==> src/rtl/irrigation_timer_ctrl_pkg.sv <==
// rtl/irrigation_timer_ctrl_pkg.sv - shared state encodings, digit limits and preset clamp helper
package irrigation_timer_ctrl_pkg;

  localparam logic [2:0] ST_IDLE  = 3'd0;
  localparam logic [2:0] ST_LOAD  = 3'd1;
  localparam logic [2:0] ST_RUN   = 3'd2;
  localparam logic [2:0] ST_PAUSE = 3'd3;
  localparam logic [2:0] ST_DONE  = 3'd4;

  localparam logic [3:0] SEC_TENS_MAX = 4'd5;
  localparam logic [3:0] UNITS_MAX    = 4'd9;

  typedef struct packed {
    logic [3:0] min_t;
    logic [3:0] min_u;
    logic [3:0] sec_t;
    logic [3:0] sec_u;
  } mmss_t;

  function automatic logic [3:0] clamp_digit(input logic [3:0] d, input logic [3:0] lim);
    return (d > lim) ? lim : d;
  endfunction

  // Out-of-range BCD digits from the panel are saturated, never wrapped.
  function automatic mmss_t clamp_preset(input logic [7:0] mn, input logic [7:0] sc);
    mmss_t r;
    r.min_t = clamp_digit(mn[7:4], SEC_TENS_MAX);
    r.min_u = clamp_digit(mn[3:0], UNITS_MAX);
    r.sec_t = clamp_digit(sc[7:4], SEC_TENS_MAX);
    r.sec_u = clamp_digit(sc[3:0], UNITS_MAX);
    return r;
  endfunction

endpackage

==> src/rtl/irrigation_timer_ctrl_bcd_down_digit.sv <==
// rtl/irrigation_timer_ctrl_bcd_down_digit.sv - one loadable BCD down-counter digit with borrow out
module bcd_down_digit
  import irrigation_timer_ctrl_pkg::*;
#(
  parameter logic [3:0] MAX = UNITS_MAX
) (
  input  logic       clock,
  input  logic       reset,
  input  logic       load,
  input  logic [3:0] load_val,
  input  logic       dec,
  output logic [3:0] q,
  output logic       borrow
);

  logic [3:0] q_q;
  logic [3:0] q_d;

  always_comb begin
    q_d = q_q;
    if (load) begin
      q_d = load_val;
    end else if (dec) begin
      q_d = (q_q == 4'd0) ? MAX : q_q - 4'd1;
    end
  end

  always_ff @(posedge clock) begin
    if (reset) begin
      q_q <= 4'd0;
    end else begin
      q_q <= q_d;
    end
  end

  assign q      = q_q;
  assign borrow = dec & (q_q == 4'd0);

endmodule

==> src/rtl/irrigation_timer_ctrl.sv <==
// rtl/irrigation_timer_ctrl.sv - watering-cycle FSM and 1 s prescaler; SOIL_SENSOR_EN adds soil_wet early stop
module irrigation_timer_ctrl
  import irrigation_timer_ctrl_pkg::*;
#(
  parameter int TICK_DIV = 50_000_000
) (
  input  logic       clock,
  input  logic       reset,
  input  logic       start,
  input  logic       stop,
`ifdef SOIL_SENSOR_EN
  input  logic       soil_wet,
`endif
  input  logic [7:0] preset_min,
  input  logic [7:0] preset_sec,
  output logic       valve,
  output logic       busy,
  output logic       done,
  output logic [7:0] count_min,
  output logic [7:0] count_sec,
  output logic [2:0] state_o
);

  localparam int PW = $clog2(TICK_DIV);
  localparam logic [PW-1:0] PRE_LAST = PW'(TICK_DIV - 1);

  logic [2:0]    state_q, state_d;
  logic [PW-1:0] pre_q, pre_d;
  logic          wet;
  logic          tick;
  logic          load;
  mmss_t         load_val;
  mmss_t         cnt;
  logic          borrow_su, borrow_st, borrow_mu, borrow_mt;

`ifdef SOIL_SENSOR_EN
  assign wet = soil_wet;
`else
  assign wet = 1'b0;
`endif

  // Sensor and stop both suppress the tick so the count freezes on that edge.
  assign tick = (state_q == ST_RUN) && !wet && !stop && (pre_q == PRE_LAST);

  always_comb begin
    state_d  = state_q;
    pre_d    = pre_q;
    load     = 1'b0;
    load_val = '0;
    case (state_q)
      ST_IDLE: begin
        if (start && !wet && ((preset_min | preset_sec) != 8'h00)) state_d = ST_LOAD;
      end
      ST_LOAD: begin
        load     = 1'b1;
        load_val = clamp_preset(preset_min, preset_sec);
        pre_d    = '0;
        state_d  = ST_RUN;
      end
      ST_RUN: begin
        if (wet) begin
          state_d = ST_DONE;
        end else if (stop) begin
          state_d = ST_PAUSE;
        end else if (tick) begin
          pre_d = '0;
          // A borrow out of the top digit would mean underflow; end the cycle either way.
          if (cnt == 16'h0001 || borrow_mt) state_d = ST_DONE;
        end else begin
          pre_d = pre_q + 1'b1;
        end
      end
      ST_PAUSE: begin
        if (start && !stop) begin
          state_d = ST_RUN;
          pre_d   = '0;
        end else if (stop && !start) begin
          state_d = ST_IDLE;
          load    = 1'b1;
        end
      end
      ST_DONE: state_d = ST_IDLE;
      default: state_d = ST_IDLE;
    endcase
  end

  always_ff @(posedge clock) begin
    if (reset) begin
      state_q <= ST_IDLE;
      pre_q   <= '0;
    end else begin
      state_q <= state_d;
      pre_q   <= pre_d;
    end
  end

  bcd_down_digit #(.MAX(UNITS_MAX)) u_sec_u (
    .clock(clock), .reset(reset), .load(load), .load_val(load_val.sec_u),
    .dec(tick), .q(cnt.sec_u), .borrow(borrow_su)
  );

  bcd_down_digit #(.MAX(SEC_TENS_MAX)) u_sec_t (
    .clock(clock), .reset(reset), .load(load), .load_val(load_val.sec_t),
    .dec(borrow_su), .q(cnt.sec_t), .borrow(borrow_st)
  );

  bcd_down_digit #(.MAX(UNITS_MAX)) u_min_u (
    .clock(clock), .reset(reset), .load(load), .load_val(load_val.min_u),
    .dec(borrow_st), .q(cnt.min_u), .borrow(borrow_mu)
  );

  bcd_down_digit #(.MAX(SEC_TENS_MAX)) u_min_t (
    .clock(clock), .reset(reset), .load(load), .load_val(load_val.min_t),
    .dec(borrow_mu), .q(cnt.min_t), .borrow(borrow_mt)
  );

  assign valve     = (state_q == ST_RUN);
  assign busy      = (state_q != ST_IDLE);
  assign done      = (state_q == ST_DONE);
  assign count_min = {cnt.min_t, cnt.min_u};
  assign count_sec = {cnt.sec_t, cnt.sec_u};
  assign state_o   = state_q;

endmodule

==> config.mk <==
export PLATFORM = sky130hd
export DESIGN_NAME = irrigation_timer_ctrl
export DESIGN_NICKNAME = d
export VERILOG_FILES = /design/src/rtl/irrigation_timer_ctrl_pkg.sv /design/src/rtl/irrigation_timer_ctrl_bcd_down_digit.sv /design/src/rtl/irrigation_timer_ctrl.sv
export SDC_FILE = /design/constraint.sdc
export NUM_CORES = 1
export LEC_CHECK = 0
export CORE_UTILIZATION = 24
export CTS_CLUSTER_SIZE = 14
export DETAILED_ROUTE_END_ITERATION = 7
export SLEW_MARGIN = 40
export SYNTH_ARGS = -nofsm -noshare
export SYNTH_HDL_FRONTEND = slang
export SYNTH_SLANG_ARGS = --single-unit
export TNS_END_PERCENT = 5
==> constraint.sdc <==
create_clock -name clock -period 4.5 [get_ports clock]
set_clock_uncertainty 0.2 [all_clocks]
set_input_delay 0.9 -clock clock [delete_from_list [all_inputs] [get_ports clock]]
set_output_delay 0.9 -clock clock [all_outputs]
set_load 0.1 [all_outputs]
After elaboration in Yosys (flattened, before gate mapping)
Cells that the tools add are included.

Register bits after elaboration: 45. Word-level logic and storage cells: 85.

Add/sub/neg operators: 5. Order comparisons: 4. Equality and inequality tests: 12. Multiplexer cells: 31. Bitwise operators: 5. Reduce and logical (&&, ||, !) cells: 22.

Operators with widths (count): two-way mux 26 bit (3); case mux 26 bit (3 select lines) (1); two-way mux 4 bit (16); adder 26 x 1 -> 26 bit, second input constant (1); equality test 26 bit, second input constant (1); two-way mux 3 bit (6); equality test 16 x 1 -> 1 bit, second input constant (1); zero test 4 bit (4); two-way mux 16 bit (1); subtractor 4 x 1 -> 4 bit, second input constant (4); case mux 3 bit (4 select lines) (1); greater-than comparator 4 x 3 -> 1 bit, second input constant (2); greater-than comparator 4 bit, second input constant (2); bitwise OR 8 bit (1); nonzero test 2 bit (4); nonzero test 8 bit (1); equality test 3 x 2 -> 1 bit, second input constant (2); inequality test 2 bit, second input constant (3); inequality test 3 x 2 -> 1 bit, second input constant (2); nonzero test 3 bit (2); logical AND 1 bit (5); bitwise AND 1 bit (4); AND reduction 4 bit (1); equality test 3 x 1 -> 1 bit, second input constant (1); 8 further kinds (10).

Logic depth before layout (Yosys ltp)
Gate-level depths: netlist (run 1).

Depth in word-level cells: 12. Mapped depth: 8.

Hierarchy
From an unflattened synthesis (run 1), not the netlist that was laid out.

Cell total of the unflattened synthesis: 333. Area, all modules: 2686.3 um2.

By module, submodules not included: irrigation_timer_ctrl (instances 1, cells each 239, area each 1835.5 um2); bcd_down_digit (u_min_u ...) (instances 2, cells each 24, area each 221.5 um2); bcd_down_digit (u_min_t ...) (instances 2, cells each 23, area each 203.9 um2).

Worst setup path before layout (run 1)
OpenSTA, ideal clock, no wires.

Kind: register to output. From: register state_q[2] (netlist: state_o[2]). To: output done. Arrival: 3492 ps. Setup slack: -92 ps. Stages on the path, launching flop included: 3. Path buffers: 1. Cell sequence: dfxtp_1 -> clkbuf_1 -> nor3b_1.

Cells in the longest elaborated chain, start to end: 1.

Ends and longest elaborated chain: from (decl) (line irrigation_timer_ctrl.sv:27) `logic [2:0] state_q, state_d;`; from (signal assigned) (line irrigation_timer_ctrl.sv:92) `state_q <= state_d;`; equality test 3 bit (line irrigation_timer_ctrl.sv:119) `assign done = (state_q == ST_DONE);`; to (decl) (line irrigation_timer_ctrl.sv:18) `output logic done,`.

No other way between the ends.

Final worst setup path (run 1)
From: input stop. To: register pre_q[13].

Cells in the longest elaborated chain, start to end: 6. Elaborated cells between the ends (all ways): 10.

Ends and longest elaborated chain: from (decl) (line irrigation_timer_ctrl.sv:10) `input logic stop,`; zero test 1 bit (line irrigation_timer_ctrl.sv:43, irrigation_timer_ctrl.sv:74); logical AND 1 bit (2 in a row) (line irrigation_timer_ctrl.sv:43) `assign tick = (state_q == ST_RUN) && !wet && !stop && (pre_q == PRE_LAST);`; two-way mux 26 bit (line irrigation_timer_ctrl.sv:65) `end else if (tick) begin`; two-way mux 26 bit (line irrigation_timer_ctrl.sv:63) `end else if (stop) begin`; case mux 26 bit (3 select lines) (line irrigation_timer_ctrl.sv:50) `case (state_q)`; to (signal assigned) (line irrigation_timer_ctrl.sv:93) `pre_q <= pre_d;`; to (decl) (line irrigation_timer_ctrl.sv:28) `logic [PW-1:0] pre_q, pre_d;`.

Several ways; a longest one is shown, not always the timed one. The select of a mux whose other input is x is not followed. A chain may end at the register's enable or synchronous reset.

==> results.ini, run 1 <==
[run_status]
status=complete, no violations

[global_route]
grt.total_usage=0.1289
grt_max_degree=27
grt_pass1_vias=2376
grt_antenna_before_repair=0
grt_overflow_total=0
grt_pass1_wl_um=11810

[sta]
setup_viol=0
hold_ws_ps=283.5
final_hold_viol_count=0
finalCritPeriodShare=0.6853
rsz0062_at_grt=false
min_period_ps=3084
finalSetupTns_ps=0
slew_headroom=0.5945
finalMaxSlewViolations=0
worstMarginPinSlew_ps=603.3
max_clock_freq_mhz=324.3
timing.final.ws_setup_ps=1416

[die]
core_area_um2=10420
die_w_um=105.9
die_h_um=105.9
start_util=0.2488
die_area_um2=11220
io_pins=42
placementRows=37

[pwr]
pwr_density_cell_nw_per_um2=332.1
cellLeakagePower_uw=0.001111
vdd_drop_max_mv=0.1274

[worst_hold_path]
hold_end=u_min_t.q[3]
holdPathStages=2
min_path_type=reg -> reg
min_from=u_min_t.q[3]

[clock_tree]
clock_sinks=45
cts_tree=done
post_cts_buffers=0
htree_levels=2
cts.clk_slew.worst_paths_ps=90
cts_made_buffers=5
insertion_delay_ps=290
cts_buffer_depth=2
clockRootBuffer=clkbuf_8
post_cts_resized=0
cts-hold-fix-buffers=0

[routing]
totalWireLength_um=7080
via_per_inst=5.260
drt_iter0_drc=171
wl_per_cell_um=14.25
num_vias=2614
route.detailed.drc=0
first_pass_iters=5
antenna_left=0

[layout]
fillCellCount=1114
drive_gt1_frac=0.1274
antenna_cells=0
nNetsFinal=384
regArea_um2=900.9
multi_input_area_um2=1604
final_common_cell=dfxtp_1
syn2layout_area_growth_pct=20.33
design_area_um2=3118
layout_common_cells=dfxtp_1 (45), nor2_1 (38), nand2_1 (28)

[flow_run]
maxCapViolations=0

[placement]
io_buffers=41
dpl_cell_area_um2=3019
gp_congestion=0.8427
place_ws_ps=1090
dp_hpwl_um=5159

[logic_synthesis]
avgSynthCellArea_um2=7.949
syn_inst=326
synth_top_flop_cell=dfxtp_1
netlist_area_um2=2591
synthArstFlopShare=0
yosys_warnings=0
ys_ff_latch=45
synth-edff-count=0
syn_nets=349
ys_seq_area_frac=0.3477
synth.distinct_cells=54

[setup_path]
rr_worst_depth=6
r2r_end=u_min_u.q[0]
crit_arrival_ps=3040
crit_type=in -> reg
r2r_start=pre_q[11]
crit_fanout=22
cp-end-kind=flop
r2r_setup_slack_ps=1760
worstPathRequired_ps=4460
crit_path_start_kind=primary input

worst max-delay path: stages:
cell             delay, ps
clkdlybuf4s50_1        500
inv_1                  150
ha_1                   140
nand2b_1               130
a21oi_1                 80
buf_4                  220
or4_1                  550
a221oi_1               290
nor3_1                  80
synth_stat cells (2+ instances only):
cell,count,area share
o221a_2,3,0.013
a211o_1,3,0.010
clkbuf_1,11,0.016
nand3_1,11,0.021
a21o_1,7,0.020
nor3_1,15,0.029
o21ai_0,9,0.017
nand2b_1,3,0.0072
and4_1,5,0.017
xnor2_1,15,0.051
nand2_1,28,0.041
nor4b_1,2,0.0068
a21oi_1,19,0.037
xor2_1,4,0.014
and3_1,6,0.014
nor2_1,38,0.055
a211oi_1,4,0.012
a31oi_1,12,0.029
dfxtp_1,45,0.35
nor4_1,15,0.036
nor3b_1,4,0.012
buf_2,4,0.0077
ha_1,3,0.014
or2_2,2,0.0048
or3_1,2,0.0048
nand4_1,13,0.031
o211a_1,2,0.0077
o31ai_1,6,0.017
inv_1,7,0.010
and2_1,2,0.0048
o21a_1,3,0.0087
power by group:
group,internal [µW],switching (µW)
Combinational,87.7,245
Clock,122,133
Sequential,416,30.9
Total,626,409
worst max path at each step:
stage / to / slack, ps / start / cells past startpoint
global route: pre_q[13] / 1270 / stop / 9
global placement: pre_q[13] / 1160 / stop / 9
finish: pre_q[13] / 1420 / stop / 9
CTS: u_sec_t.q[2] / 1410 / stop / 6
floorplan: done / 890 / state_o[2] / 2
detailed placement: u_sec_t.q[2] / 1090 / stop / 6
logic make-up after synthesis:
| logic type | Yosys count | share of synthesized area |
|---|---|---|
| AOI/OAI and AO/OA | 78 | 0.2047 |
| xor gates and xnor gates | 19 | 0.06422 |
| adders and majority gates | 3 | 0.01449 |
| buffers and inverters | 24 | 0.03960 |
| DFF | 45 | 0.3477 |
| and+or+nand+nor | 157 | 0.3293 |
per-layer routing:
metal	wire (µm)	share of wire	track usage
met1	3269	0.46	0.1656
met2	3271	0.46	0.2162
met3	450	0.064	0.03066
met4	88	0.012	0.03274
met5	0	0	0
registers in the layout (all words and copies together), names as in the netlist:
name and cells:
state_o 3, u_min_t.q 4, u_min_u.q 4, pre_q 26, u_sec_u.q 4, u_sec_t.q 4
metrics by stage:
stage          instances  power (µW)  utilization
2_1_floorplan        326       711.8            -
3_3_place_gp         489       800.9       0.2998
3_5_place_dp         489       789.3       0.2899
4_1_cts              496        1047       0.2981
5_1_grt              497        1087       0.2993
6_report             497        1035       0.2993
layout make-up:
cell class / instances / share of cell area
multi-input cells: 257 / 0.5144
flip-flops and latches: 45 / 0.2889
repair buffers: 45 / 0.1059
well taps: 136 / 0.05457
clock buffers: 7 / 0.02769
inverters: 7 / 0.008427
No activity file was read; power rests on OpenSTA's default activity.
==> run 2: changes to the inputs <==
==> constraint.sdc (replaced) <==
create_clock -name clock -period 2.5 [get_ports clock]
set_clock_uncertainty 0.2 [all_clocks]
set_input_delay 0.5 -clock clock [delete_from_list [all_inputs] [get_ports clock]]
set_output_delay 0.5 -clock clock [all_outputs]
set_load 0.1 [all_outputs]
==> run 2 against run 1 <==
  * Clock power is 87% higher
  * Sequential power is 80% higher
  * Wire length is 3.9% higher
  * Critical path depth is 2 lower
  * First-iteration DRC count is 5.8% lower
  * Global-route usage is 0.085 points higher
  * Via count is 2.7% higher
  * Count of clock-buffer cells in the layout stayed put
  * Flip-flop and latch count stayed put
  * Largest cell class unchanged
  * Largest power group unchanged
  * Highest routed layer unchanged
  * Sequential share of layout area is 2.4 points lower
==> results.ini, run 2 (synthesis gave the netlist of run 1 again) <==
[setup_path]
crit_fanout=16
worst_path_largest_cell_delay_ps=410
cpMaxStageDelayCell=dfxtp_1
crit_path_start_kind=flop
cp-end-kind=flop
path_delay_family=simple AND/OR/NAND/NOR gates
crit_arrival_ps=2370
path_buf_inv=1
crit_type=reg -> reg
worstPathRequired_ps=2510
critical_path.cell_chain=ha_1 > nor3b_1 > nand4_1 > nor4_4 > buf_12 > a31oi_1 > o221a_2

[die]
die_h_um=105.9
die_w_um=105.9
core_area_um2=10420
die_area_um2=11220
start_util=0.2488
placementRows=37
io_pins=42

[layout]
layout_common_cells=buf_4 (45), dfxtp_1 (42), nor2_1 (38)
regMostFlops=pre_q
largest_reg_flops=26
post-route-util=0.3290
drive_gt1_frac=0.1891
nNetsFinal=408
syn2layout_area_growth_pct=32.26
final_common_cell=buf_4
antenna_cells=0
stdcell_count=522

[run_status]
status=complete, no violations

[pwr]
swShare=0.3890
power.internal_uw=1206
p_sw_uw=768.1
vdd_drop_max_mv=0.2818
pwr_density_cell_nw_per_um2=576.1
seqPwrFrac=0.408
cellLeakagePower_uw=0.001250
comb_power_share=0.350
power_uw=1974
clock_power_share=0.241

[sta]
worstMarginPinSlew_ps=477.6
finalMaxSlewViolations=0
slew_headroom=0.6791
max_clock_freq_mhz=423.4
rsz0062_at_grt=false
setup_viol=0
final_hold_viol_count=0
timing.final.ws_setup_ps=138.0
finalCritPeriodShare=0.9448
min_period_ps=2362

[clock_tree]
post_cts_buffers=0
htree_levels=2
cts-hold-fix-buffers=0
clock_sinks=45
insertion_delay_ps=300
clockRootBuffer=clkbuf_8
post_cts_resized=0
cts_tree=done
cts_made_buffers=5
cts_buffer_depth=2
cts.clk_slew.worst_paths_ps=90

[routing]
first_pass_iters=4
route.detailed.drc=0
wl_per_cell_um=14.09
wirelength_met1_um=3369
antenna_left=0
num_vias=2685
via_per_inst=5.144
wl_met3_um=471
highest_layer=met4
drt_iter0_drc=161
met2_length_um=3403
totalWireLength_um=7354

[global_route]
grt_pass1_wl_um=11780
grt_pass1_vias=2488
grt_antenna_before_repair=0
grt.total_usage=0.1297
grt_overflow_total=0
grt_max_degree=22

[placement]
dpl.cell_count=514
io_buffers=41
gp_congestion=0.8522
dp_hpwl_um=5533
place_ws_ps=-130.4

[worst_hold_path]
min_path_type=reg -> reg

[flow_run]
maxCapViolations=0

[run 2: cell count changes in the layout (fill, tap and decap cells not counted), moves of 2 or more]
cell / change
nor3b_2: -2
dfxtp_1: -3
buf_12: +5
dfxtp_2: +2
buf_2: -22
buf_4: +41
[run 2: layer usage]
layer,up-vias,global-route usage
met2,92,0.2176
met1,1242,0.1623
met3,12,0.03004
met5,-,0
li1,1339,-
met4,0,0.04563
[run 2: final timing paths]
kind	startpoint	endpoint	slack, ps	depth (start not counted)
setup / recovery	pre_q[1]	u_sec_t.q[2]	140	7
hold / removal	u_min_t.q[3]	u_min_t.q[3]	290	2
setup reg to reg	pre_q[1]	u_sec_t.q[2]	140	7
hold reg to reg	u_min_t.q[3]	u_min_t.q[3]	290	2
[run 2: worst register-to-register path, cell delays in order (launching register included)]
cell,delay (ps)
dfxtp_1,410
ha_1,250
nor3b_1,280
nand4_1,260
nor4_4,360
buf_12,180
a31oi_1,90
o221a_2,250
[run 2: cell type report]
cell class,instances,area (µm²)
Clock buffer,7,86.33
Clock inverter,1,7.507
Fill cell,1103,6989
Inverter,7,26.28
Multi-Input combinational cell,257,1602
Sequential cell,45,907.1
Tap cell,136,170.2
Timing Repair Buffer,69,628.1
[run 2: through the flow]
| step | TNS (ps) | hold WS, ps | cell area, µm² |
|---|---|---|---|
| 2_1_floorplan | -71.12 | 275.2 | 2611 |
| 3_3_place_gp | -773.8 | 268.0 | 3333 |
| 3_5_place_dp | -1780 | 271.9 | 3333 |
| 4_1_cts | 0 | 285.6 | 3427 |
| 5_1_grt | 0 | 307.4 | 3427 |
| 6_report | 0 | 285.6 | 3427 |
[run 2: power groups by stage]
stage               Clock [µW]  Sequential (µW)  Combinational (µW)
finish                     477              806                 692
floorplan                    0             1010                 270
CTS                        494              805                 695
global placement             0              819                 685
global route               521              813                 732
detailed placement           0              822                 691
==> run 3: changes to the inputs <==
--- a/config.mk
+++ b/config.mk
@@ -5,6 +5,7 @@
 export SDC_FILE = /design/constraint.sdc
 export NUM_CORES = 1
 export LEC_CHECK = 0
+export CAP_MARGIN = 20
 export CORE_UTILIZATION = 24
 export CTS_CLUSTER_SIZE = 14
 export DETAILED_ROUTE_END_ITERATION = 7
==> results of run 3 <==
Final layout, timing and power as in run 2 (identical DEF).
==> RTL change 1, RTL diff (config.mk and constraints of run 2) <==
Put a register stage on the output `count_sec`, with the module's reset. The value now appears one clock later. The other outputs are not delayed to match.
--- a/src/rtl/irrigation_timer_ctrl.sv
+++ b/src/rtl/irrigation_timer_ctrl.sv
@@ -120,3 +120,9 @@
   assign count_min = {cnt.min_t, cnt.min_u};
-  assign count_sec = {cnt.sec_t, cnt.sec_u};
+  always_ff @(posedge clock) begin
+    if (reset) begin
+      count_sec <= '0;
+    end else begin
+      count_sec <= {cnt.sec_t, cnt.sec_u};
+    end
+  end
   assign state_o   = state_q;
Function: changed (a bounded check fails within 4 cycles, from zero or initial values and one cycle with reset high).
==> RTL change 1 against run 2 <==
The run now ends with DRC left; sequential share of layout area is 1.1 points higher; non-clock buffer count grew 7; worst setup slack got worse by 0.050 ns; final area is 13% higher; sequential cell count grew 8; critical endpoint is now pre_q[9]$_SDFFE_PP0P_; synthesized area rose by 12%; routed wire length increased by 7.9%; global-route usage up 0.062 points.
Power is not compared: it rests on default switching activity, and its combinational part moved more than twofold at a synthesized area within 25%.
==> RTL change 1: results (changes against run 2) <==
* CTS Buf Count at 5 (unchanged)
* Post-synth ARST share at 0% (unchanged)
* Worst-path clk slew at 0.07 ns (-0.02 ns)
* IO Port Bufs at 41 (unchanged)
* Leakage power at 1.45 nW
* Critical-path top delay cell: or4_1
* Gp weighted congestion at 0.882 (+3.5%)
* Routed WL at 7.94 mm (+7.9%)
* GR Util All Layers at 13.0% (+0.062 points)
* Failing checks: DRC
* Dpl ws at -0.225 ns (-0.0942 ns)
* CP max stage delay at 0.51 ns (+0.10 ns)
* Distinct cells, synth at 57 (+5.6%)
* WL/cell at 14.1 um (about the same)
* Synth area leaders: dfxtp_1 (37%), nor2_1 (6.6%), nor3_1 (3.8%)
* Antenna cells at 0 (unchanged)
* Outcome: finished with violations
* Fin nets at 442 (+8.3%)
* First-pass GRT wire length at 13.4 mm (+14%)
* Initial antenna violation count at 0 (unchanged)
* Final Hold Viols at 0 (unchanged)
* Seq/Total Area, Yosys at 36.7% (+1.9 points)
* Gate count of the mapped netlist at 360 (+10%)
* Layout cells sized above 1 at 19.8% (+0.85 points)
* Post-synthesis compound-gate area fraction at 17.3% (-3.2 points)
* Number of global-route vias before repair at 2762 (+11%)
* Detailed Routing Iterations Pass 1 at 7 (+3)
* DR iter-0 viols at 267 (+66%)
* Largest registers: pre_q x26, count_sec x8
* CTS Buffer Depth at 2 (unchanged)
* Worst path arrival time at 2.43 ns (+0.06 ns)
* Crit path max-delay family: simple AND/OR/NAND/NOR gates
* Worst hold path type: register to register
* Post-Place Cell Area at 0.00368 sq mm (+10%)
* CP Max Fanout at 11 (-5)
* Peak VDD IR at 0.359 mV
* Via density at 5.09 (-1.0%)
* Commonest cells post-synth: dfxtp_1 (53), nor2_1 (51), nand2_1 (28)
* CTS Root Cell: clkbuf_16
* DRC at 7 (+7)
* Post-Synth Adder-Cell Area at 1.30% (-0.15 points)
* Post-CTS Setup Bufs at 0 (unchanged)
* Largest net degree at the start of global routing at 25 (+14%)
* Clock Latency Late Sink at 0.29 ns
* Htree depth at 2 (unchanged)
* Slew margin rel. at 60.8% (-7.1 points)
* Synthesis Warnings at 0 (unchanged)
* Post-CTS resize count at 0 (unchanged)
* DP HPWL at 5.96 mm (+7.7%)
* Multiplexer share of the synthesized area at 1.73% (+1.7 points)
* Net count after synthesis at 383 (+9.7%)
* Xor and xnor fraction of the mapped netlist area at 5.15% (-1.3 points)
* Post-Place Cells at 555 (+8.0%)
RTL change 1: changes by cell type after synthesis, moves of 9 or more:
cell and change:
a31oi_1 -9, buf_4 +9, nor2_1 +13, nor4_1 -11
xnor2_1 -10
RTL change 1: path summary, 6_finish.rpt:
check / start / endpoint / slack (ns) / cells after the start
setup / recovery: stop / pre_q[9]$_SDFFE_PP0P_ / 0.09 / 6
hold / removal: pre_q[1]$_SDFFE_PP0P_ / pre_q[1]$_SDFFE_PP0P_ / 0.27 / 2
hold reg to reg: pre_q[1]$_SDFFE_PP0P_ / pre_q[1]$_SDFFE_PP0P_ / 0.27 / 2
setup reg to reg: pre_q[16]$_SDFFE_PP0P_ / u_min_u.q[2]$_SDFFE_PP0P_ / 0.19 / 7
RTL change 1: final cells by class:
| type | count | area (sq um) |
|---|---|---|
| Multi-Input combinational cell | 277 | 1740 |
| Inverter | 6 | 22.5 |
| Clock buffer | 7 | 164 |
| Clock inverter | 1 | 7.51 |
| Timing Repair Buffer | 76 | 693 |
| Tap cell | 143 | 179 |
| Sequential cell | 53 | 1070 |
| Fill cell | 1196 | 7690 |
RTL change 1: report_power, final:
group / switching (W) / total [W] / internal (W) / leakage (nW)
registers: 0.000168 / 0.00116 / 0.000991 / 0.431
clock network: 0.000307 / 0.000767 / 0.000460 / 0.0813
logic: 0.00162 / 0.00250 / 0.000887 / 0.937
total: 0.00209 / 0.00443 / 0.00234 / 1.45
RTL change 1: cells by family after synthesis:
family | count (synthesis)
xor gates and xnor gates | 17
muxes | 5
buffers and inverters | 30
and+or+nand+nor | 179
DFF | 53
adders and majority gates | 3
AOI/OAI and AO/OA | 73
RTL change 1: layer usage:
layer	vias up	global-route usage, %	wire length, um
met4	0	2.88	78
met2	105	22.0	3720
met1	1325	16.9	3540
met3	10	2.89	597
li1	1426	-	-
met5	-	0	0
==> RTL change 2, RTL diff (config.mk and constraints of run 2) <==
Without the edit above. Add a define of `SOIL_SENSOR_EN`.
--- a/src/rtl/irrigation_timer_ctrl.sv
+++ b/src/rtl/irrigation_timer_ctrl.sv
@@ -1,2 +1,4 @@
 // rtl/irrigation_timer_ctrl.sv - watering-cycle FSM and 1 s prescaler; SOIL_SENSOR_EN adds soil_wet early stop
+`define SOIL_SENSOR_EN
+
 module irrigation_timer_ctrl
Ports: changed (added soil_wet); port bits go from 42 to 43. No check against the original RTL was run, so the function may have changed too.
==> RTL change 2 against run 2 <==
Synthesized cell count up 7.7%; sequential cell count unchanged; global-route usage up 1.6 points; cell count up 5.7%; first-iteration DRC count up 47%; final area up 7.6%; synthesized area up 6.1%; worst setup slack worse by 0.011 ns; routed wire length up 16%; maximum frequency down 0.48%; critical path type is now input port to register; critical endpoint is now pre_q[18]$_SDFFE_PP0P_.
Power is not compared: it rests on default switching activity, and its combinational part moved more than twofold at a synthesized area within 25%.
==> RTL change 2: results (changes against run 2) <==
* Largest net degree at the start of global routing at 42 (+91%)
* Via density at 5.34 (+3.9%)
* Outcome: finished, final reports clean
* DR iter-0 viols at 237 (+47%)
* Synth area leaders: dfxtp_1 (33%), nor3_1 (6.9%), o21ai_0 (4.9%)
* Hold path cells at 2 (unchanged)
* DRC at 0 (unchanged)
* Number of global-route vias before repair at 2866 (+15%)
* Dpl ws at -0.500 ns (-0.369 ns)
* Clk tree area frac at 3.87% (+1.1 points)
* GR Util All Layers at 14.6% (+1.6 points)
* Clock buffers at 5 (-2)
* Post-Place Cell Area at 0.00352 sq mm (+5.5%)
* Syn Area/Cell at 7.84 sq um (-1.4%)
* Net count after synthesis at 375 (+7.4%)
* DP HPWL at 6.19 mm (+12%)
* Distinct cells, synth at 52 (-3.7%)
* Multi-In Gates at 271 (+5.4%)
* GR Util met3 at 2.27% (-0.73 points)
* Largest register FFs at 26 (unchanged)
* Fillers at 1154 (+4.6%)
* Clock sinks at 45 (unchanged)
* Grt met2 use at 25.9% (+4.1 points)
* Post-CTS Setup Bufs at 0 (unchanged)
* CP Max Fanout at 8 (-8)
* Routed WL at 8.51 mm (+16%)
* Leakage power at around 1.3 nW
* Non-filler cells, final at 552 (+5.7%)
* Gp weighted congestion at 0.849 (-0.40%)
* Peak VDD IR at 0.237 mV
* CTS Root Cell: clkbuf_16
* Seq/Total Area, Yosys at 32.8% (-2.0 points)
* Commonest cells post-synth: dfxtp_1 (45), nor3_1 (38), o21ai_0 (27)
* Fin nets at 435 (+6.6%)
* Worst-path clk slew at 0.06 ns (-0.03 ns)
* Post-Place Cells at 544 (+5.8%)
* Worst-Margin Slew at 0.551 ns (+0.0732 ns)
* R2R cell count at 8 (+1)
* Non-clock inverters at 15 (+8)
* IO Port Bufs at 42 (+2.4%)
* Clock Latency Late Sink at 0.29 ns
* CTS Buffer Depth at 2 (unchanged)
* Antenna cells at 0 (unchanged)
* Non-clk bufs at 73 (+5.8%)
* Layout cells sized above 1 at 20.4% (+1.5 points)
* First-pass GRT wire length at 13.7 mm (+16%)
* Die Wd at 109 um (+3.0%)
* Dominant synthesized flop cell: dfxtp_1
* Multi-input gate area at 0.00173 sq mm (+8.2%)
* Sequential share of cell area at 24.7% (-1.8 points)
* Non-clock buffering overhead at 18.2% (-0.17 points)
* Finished Cell Area at 0.00369 sq mm (+7.6%)
* Met1 GRT Util at 17.9% (+1.7 points)
RTL change 2: timing repair:
action | 4_1_cts | 5_1_grt
pin swaps | 4 | 1
cloned | 0 | 0
gates resized for setup | 2 | 6
endpoints found under the setup margin | 7 | 10
RTL change 2: final timing paths:
path	start	to	slack (ns)
setup / recovery	soil_wet	pre_q[18]$_SDFFE_PP0P_	0.13
hold / removal	u_sec_t.q[3]$_SDFFE_PP0P_	u_sec_t.q[3]$_SDFFE_PP0P_	0.29
setup reg to reg	pre_q[1]$_SDFFE_PP0P_	u_sec_u.q[3]$_SDFFE_PP0P_	0.20
hold reg to reg	u_sec_t.q[3]$_SDFFE_PP0P_	u_sec_t.q[3]$_SDFFE_PP0P_	0.29
RTL change 2: critical path, stage by stage:
cell	delay (ns)
clkdlybuf4s50_1	0.42
and2b_1	0.23
a22oi_2	0.08
or4b_4	0.60
or3_1	0.34
a211oi_2	0.21
RTL change 2: per-layer routing:
layer | vias to the layer above | wire length [um]
li1 | 1451 | -
met1 | 1413 | 3820
met2 | 78 | 4160
met3 | 8 | 428
met4 | 0 | 94
met5 | - | 0
RTL change 2: power breakdown:
group | total, W | switching [W] | internal (W) | leakage (nW)
combinational | 0.000344 | 0.000220 | 0.000124 | 0.831
clock | 0.000661 | 0.000294 | 0.000367 | 0.0696
sequential | 0.000750 | 0.0000209 | 0.000729 | 0.366
RTL change 2: cells by family (layout without fill, tap and decap cells):
group / Yosys count / in the layout / synth area share, %
compound gates: 76 / 76 / 19.1
buf+inv: 35 / 96 / 5.50
simple gates: 175 / 175 / 35.8
xor+xnor: 15 / 15 / 4.78
flops: 45 / 45 / 32.8
mux: 2 / 2 / 0.728
fa+ha+maj: 3 / 3 / 1.37
